## config.mk

```make
export PLATFORM = sky130hd
export DESIGN_NAME = flash_op_sequencer_flat
export DESIGN_NICKNAME = d
export VERILOG_FILES = /design/src/rtl/flash_op_sequencer_if.sv /design/src/rtl/flash_op_sequencer.sv /design/src/flat_wrapper.sv
export SDC_FILE = /design/constraint.sdc
export NUM_CORES = 1
export LEC_CHECK = 0
export BUFFER_PORTS_ARGS = -buffer_cell sky130_fd_sc_hd__buf_2
export CORE_MARGIN = 2
export CORE_UTILIZATION = 59
export CTS_BUF_LIST = sky130_fd_sc_hd__clkbuf_8 sky130_fd_sc_hd__clkbuf_16
export DETAILED_ROUTE_END_ITERATION = 8
export PLACE_DENSITY = 0.85
export REMOVE_ABC_BUFFERS = 1
export SLEW_MARGIN = 20
export SYNTH_ARGS = -nofsm -noshare
export SYNTH_HDL_FRONTEND = slang
export SYNTH_SLANG_ARGS = --single-unit
```

## constraint.sdc

```tcl
create_clock -name CLK -period 8.2 [get_ports CLK]
set_input_delay 0.82 -clock CLK [delete_from_list [all_inputs] [get_ports CLK]]
set_output_delay 0.82 -clock CLK [all_outputs]
set_load 0.03 [all_outputs]
```

## src/rtl/flash_op_sequencer_if.sv

```systemverilog
// Command/trigger/busy bus between the flash op sequencer (master) and the
// quad-flash memory controller (slave).
interface flash_op_sequencer_if;
    logic [7:0]  MEMCMD;
    logic [23:0] MEMADDR;
    logic [23:0] MEMVAL;
    logic        MEMQUAD;
    logic        MEMTRIG;
    logic        MEM_CTRL_busy;
    logic [47:0] MEMDATA;

    modport master (
        output MEMCMD, MEMADDR, MEMVAL, MEMQUAD, MEMTRIG,
        input  MEM_CTRL_busy, MEMDATA
    );

    modport slave (
        input  MEMCMD, MEMADDR, MEMVAL, MEMQUAD, MEMTRIG,
        output MEM_CTRL_busy, MEMDATA
    );
endinterface

```

## src/rtl/flash_op_sequencer.sv

```systemverilog
// Sequences RDID/RSR1/sector-erase/bulk-erase over the memory controller handshake.
// Optional WEL verification after WREN is enabled by defining FLASH_SEQ_WEL_CHECK_EN.
module flash_op_sequencer #(
    parameter int          BUSY_TIMEOUT = 16,
    parameter int          POLL_GAP     = 64,
    parameter logic [23:0] POLL_LIMIT   = 24'hFFFFFF,
    parameter int          WEL_RETRIES  = 3,
    parameter int          WIP_BIT      = 0,
    parameter int          WEL_BIT      = 1
) (
    input  logic                 CLK,
    input  logic                 reset_n,
    input  logic                 op_req,
    input  logic [1:0]           op_code,
    input  logic [23:0]          op_addr,
    output logic                 seq_busy,
    output logic                 op_done,
    output logic                 op_error,
    output logic [47:0]          op_result,
    flash_op_sequencer_if.master mem
);
    typedef enum logic [2:0] {
        S_IDLE, S_ISSUE, S_WAIT_ACK, S_WAIT_DONE, S_DECIDE, S_GAP, S_FINISH
    } state_t;

    typedef enum logic [2:0] {
        STEP_SINGLE, STEP_WREN, STEP_WELCHK, STEP_ERASE, STEP_POLL
    } step_t;

    if (WEL_RETRIES < 1 || WEL_RETRIES > 3 || WIP_BIT > 7 || WEL_BIT > 7 ||
        BUSY_TIMEOUT < 1 || POLL_GAP < 1) begin : g_param_check
        $error("flash_op_sequencer: parameter out of range");
    end

    state_t      state_reg;
    step_t       step_reg;
    logic        code_lsb_reg;
    logic [23:0] addr_reg;
    logic [47:0] data_reg;
    logic [15:0] ack_cnt_reg;
    logic [15:0] gap_cnt_reg;
    logic [23:0] poll_cnt_reg;
    logic [23:0] poll_cnt_next;
`ifdef FLASH_SEQ_WEL_CHECK_EN
    logic [1:0]  wel_cnt_reg;
`endif
    logic [7:0]  memcmd_reg;
    logic [23:0] memaddr_reg;
    logic        memtrig_reg;
    logic        seq_busy_reg;
    logic        op_done_reg;
    logic        op_error_reg;
    logic [47:0] op_result_reg;
    logic [7:0]  issue_cmd;
    logic [23:0] issue_addr;

    assign poll_cnt_next = poll_cnt_reg + 24'd1;

    // code_lsb distinguishes RDID/RSR1 for single ops and SE/BE for erases.
    always_comb begin
        issue_cmd  = 8'h05;
        issue_addr = '0;
        case (step_reg)
            STEP_SINGLE: issue_cmd = code_lsb_reg ? 8'h05 : 8'h9F;
            STEP_WREN:   issue_cmd = 8'h06;
            STEP_ERASE: begin
                if (code_lsb_reg) begin
                    issue_cmd = 8'hC7;
                end else begin
                    issue_cmd  = 8'hD8;
                    issue_addr = addr_reg;
                end
            end
            default:     issue_cmd = 8'h05;
        endcase
    end

    always_ff @(posedge CLK) begin
        if (!reset_n) begin
            state_reg     <= S_IDLE;
            step_reg      <= STEP_SINGLE;
            code_lsb_reg  <= 1'b0;
            addr_reg      <= '0;
            data_reg      <= '0;
            ack_cnt_reg   <= '0;
            gap_cnt_reg   <= '0;
            poll_cnt_reg  <= '0;
`ifdef FLASH_SEQ_WEL_CHECK_EN
            wel_cnt_reg   <= '0;
`endif
            memcmd_reg    <= '0;
            memaddr_reg   <= '0;
            memtrig_reg   <= 1'b0;
            seq_busy_reg  <= 1'b0;
            op_done_reg   <= 1'b0;
            op_error_reg  <= 1'b0;
            op_result_reg <= '0;
        end else begin
            op_done_reg <= 1'b0;
            case (state_reg)
                S_IDLE: begin
                    // op_done_reg blocks an accept in the completion cycle.
                    if (op_req && !mem.MEM_CTRL_busy && !op_done_reg) begin
                        code_lsb_reg <= op_code[0];
                        addr_reg     <= op_addr;
                        step_reg     <= op_code[1] ? STEP_WREN : STEP_SINGLE;
                        seq_busy_reg <= 1'b1;
                        op_error_reg <= 1'b0;
                        poll_cnt_reg <= '0;
`ifdef FLASH_SEQ_WEL_CHECK_EN
                        wel_cnt_reg  <= '0;
`endif
                        state_reg    <= S_ISSUE;
                    end
                end
                S_ISSUE: begin
                    memcmd_reg  <= issue_cmd;
                    memaddr_reg <= issue_addr;
                    memtrig_reg <= 1'b1;
                    ack_cnt_reg <= '0;
                    state_reg   <= S_WAIT_ACK;
                end
                S_WAIT_ACK: begin
                    if (mem.MEM_CTRL_busy) begin
                        memtrig_reg <= 1'b0;
                        state_reg   <= S_WAIT_DONE;
                    end else if (ack_cnt_reg == 16'(BUSY_TIMEOUT - 1)) begin
                        memtrig_reg  <= 1'b0;
                        op_error_reg <= 1'b1;
                        state_reg    <= S_FINISH;
                    end else begin
                        ack_cnt_reg <= ack_cnt_reg + 16'd1;
                    end
                end
                S_WAIT_DONE: begin
                    if (!mem.MEM_CTRL_busy) begin
                        data_reg  <= mem.MEMDATA;
                        state_reg <= S_DECIDE;
                    end
                end
                S_DECIDE: begin
                    case (step_reg)
                        STEP_SINGLE: state_reg <= S_FINISH;
                        STEP_WREN: begin
`ifdef FLASH_SEQ_WEL_CHECK_EN
                            step_reg <= STEP_WELCHK;
`else
                            step_reg <= STEP_ERASE;
`endif
                            state_reg <= S_ISSUE;
                        end
`ifdef FLASH_SEQ_WEL_CHECK_EN
                        STEP_WELCHK: begin
                            if (data_reg[WEL_BIT]) begin
                                step_reg  <= STEP_ERASE;
                                state_reg <= S_ISSUE;
                            end else if (int'({30'd0, wel_cnt_reg}) + 1 < WEL_RETRIES) begin
                                wel_cnt_reg <= wel_cnt_reg + 2'd1;
                                step_reg    <= STEP_WREN;
                                state_reg   <= S_ISSUE;
                            end else begin
                                op_error_reg <= 1'b1;
                                state_reg    <= S_FINISH;
                            end
                        end
`endif
                        STEP_ERASE: begin
                            step_reg    <= STEP_POLL;
                            gap_cnt_reg <= '0;
                            state_reg   <= S_GAP;
                        end
                        default: begin
                            if (!data_reg[WIP_BIT]) begin
                                state_reg <= S_FINISH;
                            end else begin
                                poll_cnt_reg <= poll_cnt_next;
                                if (poll_cnt_next == POLL_LIMIT) begin
                                    op_error_reg <= 1'b1;
                                    state_reg    <= S_FINISH;
                                end else begin
                                    gap_cnt_reg <= '0;
                                    state_reg   <= S_GAP;
                                end
                            end
                        end
                    endcase
                end
                S_GAP: begin
                    if (gap_cnt_reg == 16'(POLL_GAP - 1)) begin
                        state_reg <= S_ISSUE;
                    end else begin
                        gap_cnt_reg <= gap_cnt_reg + 16'd1;
                    end
                end
                S_FINISH: begin
                    op_result_reg <= data_reg;
                    op_done_reg   <= 1'b1;
                    seq_busy_reg  <= 1'b0;
                    state_reg     <= S_IDLE;
                end
                default: state_reg <= S_IDLE;
            endcase
        end
    end

    assign seq_busy    = seq_busy_reg;
    assign op_done     = op_done_reg;
    assign op_error    = op_error_reg;
    assign op_result   = op_result_reg;
    assign mem.MEMCMD  = memcmd_reg;
    assign mem.MEMADDR = memaddr_reg;
    assign mem.MEMTRIG = memtrig_reg;
    assign mem.MEMVAL  = '0;
    assign mem.MEMQUAD = 1'b0;
endmodule

```

## src/flat_wrapper.sv

```systemverilog
// flat-port wrapper written by rule: the top's interface ports become plain ports
module flash_op_sequencer_flat 
#(
    parameter int          BUSY_TIMEOUT = 16,
    parameter int          POLL_GAP     = 64,
    parameter logic [23:0] POLL_LIMIT   = 24'hFFFFFF,
    parameter int          WEL_RETRIES  = 3,
    parameter int          WIP_BIT      = 0,
    parameter int          WEL_BIT      = 1
)
  (CLK, reset_n, op_req, op_code, op_addr, seq_busy, op_done, op_error, op_result, mem_MEMCMD, mem_MEMADDR, mem_MEMVAL, mem_MEMQUAD, mem_MEMTRIG, mem_MEM_CTRL_busy, mem_MEMDATA);
  flash_op_sequencer_if mem_i ();
  input  logic CLK;
  input  logic reset_n;
  input  logic op_req;
  input  logic [1:0] op_code;
  input  logic [23:0] op_addr;
  output logic seq_busy;
  output logic op_done;
  output logic op_error;
  output logic [47:0] op_result;
  output wire logic [$bits(mem_i.MEMCMD)-1:0] mem_MEMCMD;
  output wire logic [$bits(mem_i.MEMADDR)-1:0] mem_MEMADDR;
  output wire logic [$bits(mem_i.MEMVAL)-1:0] mem_MEMVAL;
  output wire logic [$bits(mem_i.MEMQUAD)-1:0] mem_MEMQUAD;
  output wire logic [$bits(mem_i.MEMTRIG)-1:0] mem_MEMTRIG;
  input wire logic [$bits(mem_i.MEM_CTRL_busy)-1:0] mem_MEM_CTRL_busy;
  input wire logic [$bits(mem_i.MEMDATA)-1:0] mem_MEMDATA;
  assign mem_MEMCMD = mem_i.MEMCMD;
  assign mem_MEMADDR = mem_i.MEMADDR;
  assign mem_MEMVAL = mem_i.MEMVAL;
  assign mem_MEMQUAD = mem_i.MEMQUAD;
  assign mem_MEMTRIG = mem_i.MEMTRIG;
  assign mem_i.MEM_CTRL_busy = mem_MEM_CTRL_busy;
  assign mem_i.MEMDATA = mem_MEMDATA;
  flash_op_sequencer #(.BUSY_TIMEOUT(BUSY_TIMEOUT), .POLL_GAP(POLL_GAP), .POLL_LIMIT(POLL_LIMIT), .WEL_RETRIES(WEL_RETRIES), .WIP_BIT(WIP_BIT), .WEL_BIT(WEL_BIT)) u_core (.CLK(CLK), .reset_n(reset_n), .op_req(op_req), .op_code(op_code), .op_addr(op_addr), .seq_busy(seq_busy), .op_done(op_done), .op_error(op_error), .op_result(op_result), .mem(mem_i));
endmodule
```

==> run_results.csv <==
group,metric,value,unit
run_status,outcome,"finished, final reports clean",
grt,grt_pass1_vias,7152,
placed_design,port_buffers,160,
timing,fin_crit,3.41,ns
setup_path,end_kind,"register",
route,drc_errors,0,
cts,clk_pin_slew,0.06,ns
pwr,seqPwrFrac,0.454,
setup_path,startpoint_type,"register",
setup_path,worstPathArrival,3.82,ns
synth,ys_types,61,
pwr,power_switching_share,0.258,
die,rows,45,
setup_path,cp.required,8.61,ns
grt,gr-usage-all-layers,0.250,
timing,fmaxAchievable,0.293,GHz
hold_path,holdPathEnd,"u_core.data_reg[6]",
synth,synth_ff_type,"dfxtp_1",
layout,ff_latch_area,4340,sq um
die,initial_core_util,0.597,
flow_run,cap_violations,0,
die,ios,187,
placed_design,pre_cts_slack,4.61,ns
cts,cts_repair_resize_count,0,
layout,diodes,0,
synth,synth_edf_count,0,
cts,cts_made_buffers,22,
synth,yosys-top-cells-area,"dfxtp_1 (48%), nand2_1 (8.4%), a22o_1 (7.2%), a21oi_1 (6.0%), clkbuf_1 (2.6%)",
route,drt_iter0_markers,558,
setup_path,r2r.worst_path.cells,8,
cts,clock-sinks,217,
synth,syn_avg_cell_area,8.56,sq um
pwr,p_clk_frac,0.429,
hold_path,hold_class,"reg -> reg",
synth,synth_top_area_share,0.484,
synth,ys_warn_count,0,
pwr,power_density,238,nW/um^2
grt,gr-total-overflow,0,
placed_design,gp_congestion,0.880,
pwr,p_switching,0.648,mW
pwr,p_leak,4.17,nW
route,ant_nets,0,
route,vias_per_cell,5.83,
setup_path,r2r_slack,4.79,ns
layout,drive_gt1_frac,0.190,
setup_path,worstPathMaxFanout,19,
setup_path,r2r_end,"u_core.gap_cnt_reg[6]",
die,die_x,127,um
timing,setup_violations,0,
hold_path,hold_depth,2,
timing,worst-slew-pin-transition,0.988,ns
timing,fin_setup_tns,0,ns
setup_path,crit_type,"reg -> reg",
cts,clk_path_buf_depth,3,
cts,cts_htree_levels,1,
hold_path,worstHoldStart,"u_core.data_reg[6]",
cts,cts_setup_buffers,0,
synth,synthesis.area,8970,sq um
route,drt_pass1_iterations,4,
layout,nets,1250,
timing,worst_clock_skew,0.0140,ns
die,core_area,15000,sq um
layout,area_delta_synth_final,17.2,%
grt,grt_start_max_net_pins,85,
pwr,internal_power,1.86,mW
synth,synth_seq_cells,217,
grt,grt_pass1_wl,34100,um
synth,synthCells,1049,
timing,relSlewSlack,0.341,
synth,synthArstFlopShare,0,
route,drt-total-wl,21400,um
route,wire_per_inst,15.6,um
timing,hold_viol,0,
timing,rsz0062_at_grt,"false",
synth,seq_area_frac_synth,0.484,
pwr,ir_worst_vdd,162,uV
timing,period_share,0.416,
layout,multi_input_area,4220,sq um
die,die_height,127,um
cts,cts_tree,"done",
cts,root_buffer,"clkbuf_16",
cts,insertion_delay,0.50,ns
layout,fill_cells,1127,
synth,synth_largest_area_cell,"dfxtp_1",
pwr,comb_power_share,0.117,
placed_design,post-dp-hpwl,13400,um
timing,fin_ws,4.79,ns
die,die_area,16200,sq um
cts,hold_buffers,0,
timing,final_max_slew_viol_count,0,
setup_path,r2r-start,"u_core.poll_cnt_reg[5]",
grt,antenna_found_initial,0,
route,vias,7990,
[routing by layer]
layer	up-vias	GRT usage	part of all wire	routed length, um
met3	67	0.0356	0.074	1590
li1	3898	-	-	-
met5	-	0	0	0
met1	3724	0.328	0.42	8940
met4	0	0.109	0.039	824
met2	301	0.414	0.47	10000
[worst max path at each step]
stage / start / endpoint / slack [ns] / cells past startpoint
floorplan: u_core.state_reg[1] / u_core.data_reg[0] / 3.67 / 4
global placement: u_core.poll_cnt_reg[5] / u_core.gap_cnt_reg[11] / 4.72 / 7
detailed placement: u_core.poll_cnt_reg[5] / u_core.gap_cnt_reg[12] / 4.61 / 7
CTS: u_core.poll_cnt_reg[4] / u_core.gap_cnt_reg[15] / 4.52 / 7
global route: u_core.poll_cnt_reg[0] / u_core.gap_cnt_reg[15] / 4.59 / 9
finish: u_core.poll_cnt_reg[5] / u_core.gap_cnt_reg[6] / 4.79 / 8
[through the flow]
stage | util | power (mW) | hold WS [ns] | area (sq um) | cells
6_report | 0.700 | 2.51 | 0.453 | 10500 | 1370
5_1_grt | 0.700 | 2.59 | 0.467 | 10500 | 1370
4_1_cts | 0.699 | 2.51 | 0.455 | 10500 | 1368
3_5_place_dp | 0.646 | 1.44 | 0.447 | 9710 | 1330
3_3_place_gp | 0.646 | 1.44 | 0.441 | 9710 | 1330
2_1_floorplan | - | 1.34 | 0.436 | 8570 | 973
[power groups by stage]
stage / Clock [mW] / Combinational, mW / Sequential, mW
after floorplan: 0 / 0.155 / 1.18
after global placement: 0 / 0.281 / 1.16
after detailed placement: 0 / 0.285 / 1.16
after CTS: 1.09 / 0.289 / 1.14
after global routing: 1.13 / 0.322 / 1.14
final: 1.08 / 0.293 / 1.14
[cell usage after synthesis, types with 6 or more instances]
library cell	instances
a21oi_1	107
nand2_1	201
a21boi_0	16
o21ai_0	27
or4_1	16
a22oi_1	11
dfxtp_1	217
nand3_1	21
and3_1	9
nor4_1	15
a22o_1	74
nor2b_1	15
inv_1	10
o21a_1	8
nor2_1	53
buf_4	29
o31ai_1	15
a21o_1	6
nand4_1	12
xor2_1	13
nor3_1	22
clkbuf_1	61
or3_1	6
[kinds of logic after synthesis]
| kind of cell | synth area share |
|---|---|
| AO/OA/AOI/OAI | 0.216 |
| XOR/XNOR | 0.0176 |
| adder cells (fa/ha/maj) | 0.00558 |
| buffers and inverters | 0.0602 |
| flip-flops | 0.484 |
| multiplexers | 0.00112 |
| other | 0.000418 |
| AND/OR/NAND/NOR | 0.215 |
[layout by cell type, fill, tap and decap left out, types with 4 or more instances in the layout]
cell,synthesis,routed
dfxtp_1,217,217
nand2_1,201,201
buf_2,5,160
a21oi_1,107,107
a22o_1,74,74
nor2_1,53,53
o21ai_0,27,27
conb_1,1,26
clkbuf_16,0,23
nor3_1,22,22
nand3_1,21,21
a21boi_0,16,16
or4_1,16,16
nor2b_1,15,15
o31ai_1,15,15
xor2_1,13,13
nor4_1,15,13
inv_1,10,12
nand4_1,12,12
a22oi_1,11,11
buf_4,29,10
and3_1,9,8
o21a_1,8,8
or3_1,6,6
a21o_1,6,6
xnor2_1,5,5
and2_1,5,5
clkbuf_8,0,5
nand3b_1,4,4
nor3b_1,4,4
nand2b_1,4,4
or2_2,4,4
a31oi_1,4,4
ha_1,4,4
bufinv_16,0,4
[layout make-up]
cell class | instances | area share
clock buffers | 28 | 0.0612
multi-input cells | 744 | 0.401
clock inverters | 10 | 0.0141
inverters | 12 | 0.00428
repair buffers | 171 | 0.0843
flip-flops and latches | 217 | 0.413
well taps | 188 | 0.0224
[worst max-delay path: stages (launching register included)]
cell and delay (ns):
dfxtp_1 0.43, nand4_1 0.43, or4_4 0.70, or3_4 0.36, a22o_1 0.24, nor4_4 0.57, buf_4 0.32, o31ai_1 0.11
a21oi_1 0.17
Power figures use the tool's default switching activity.
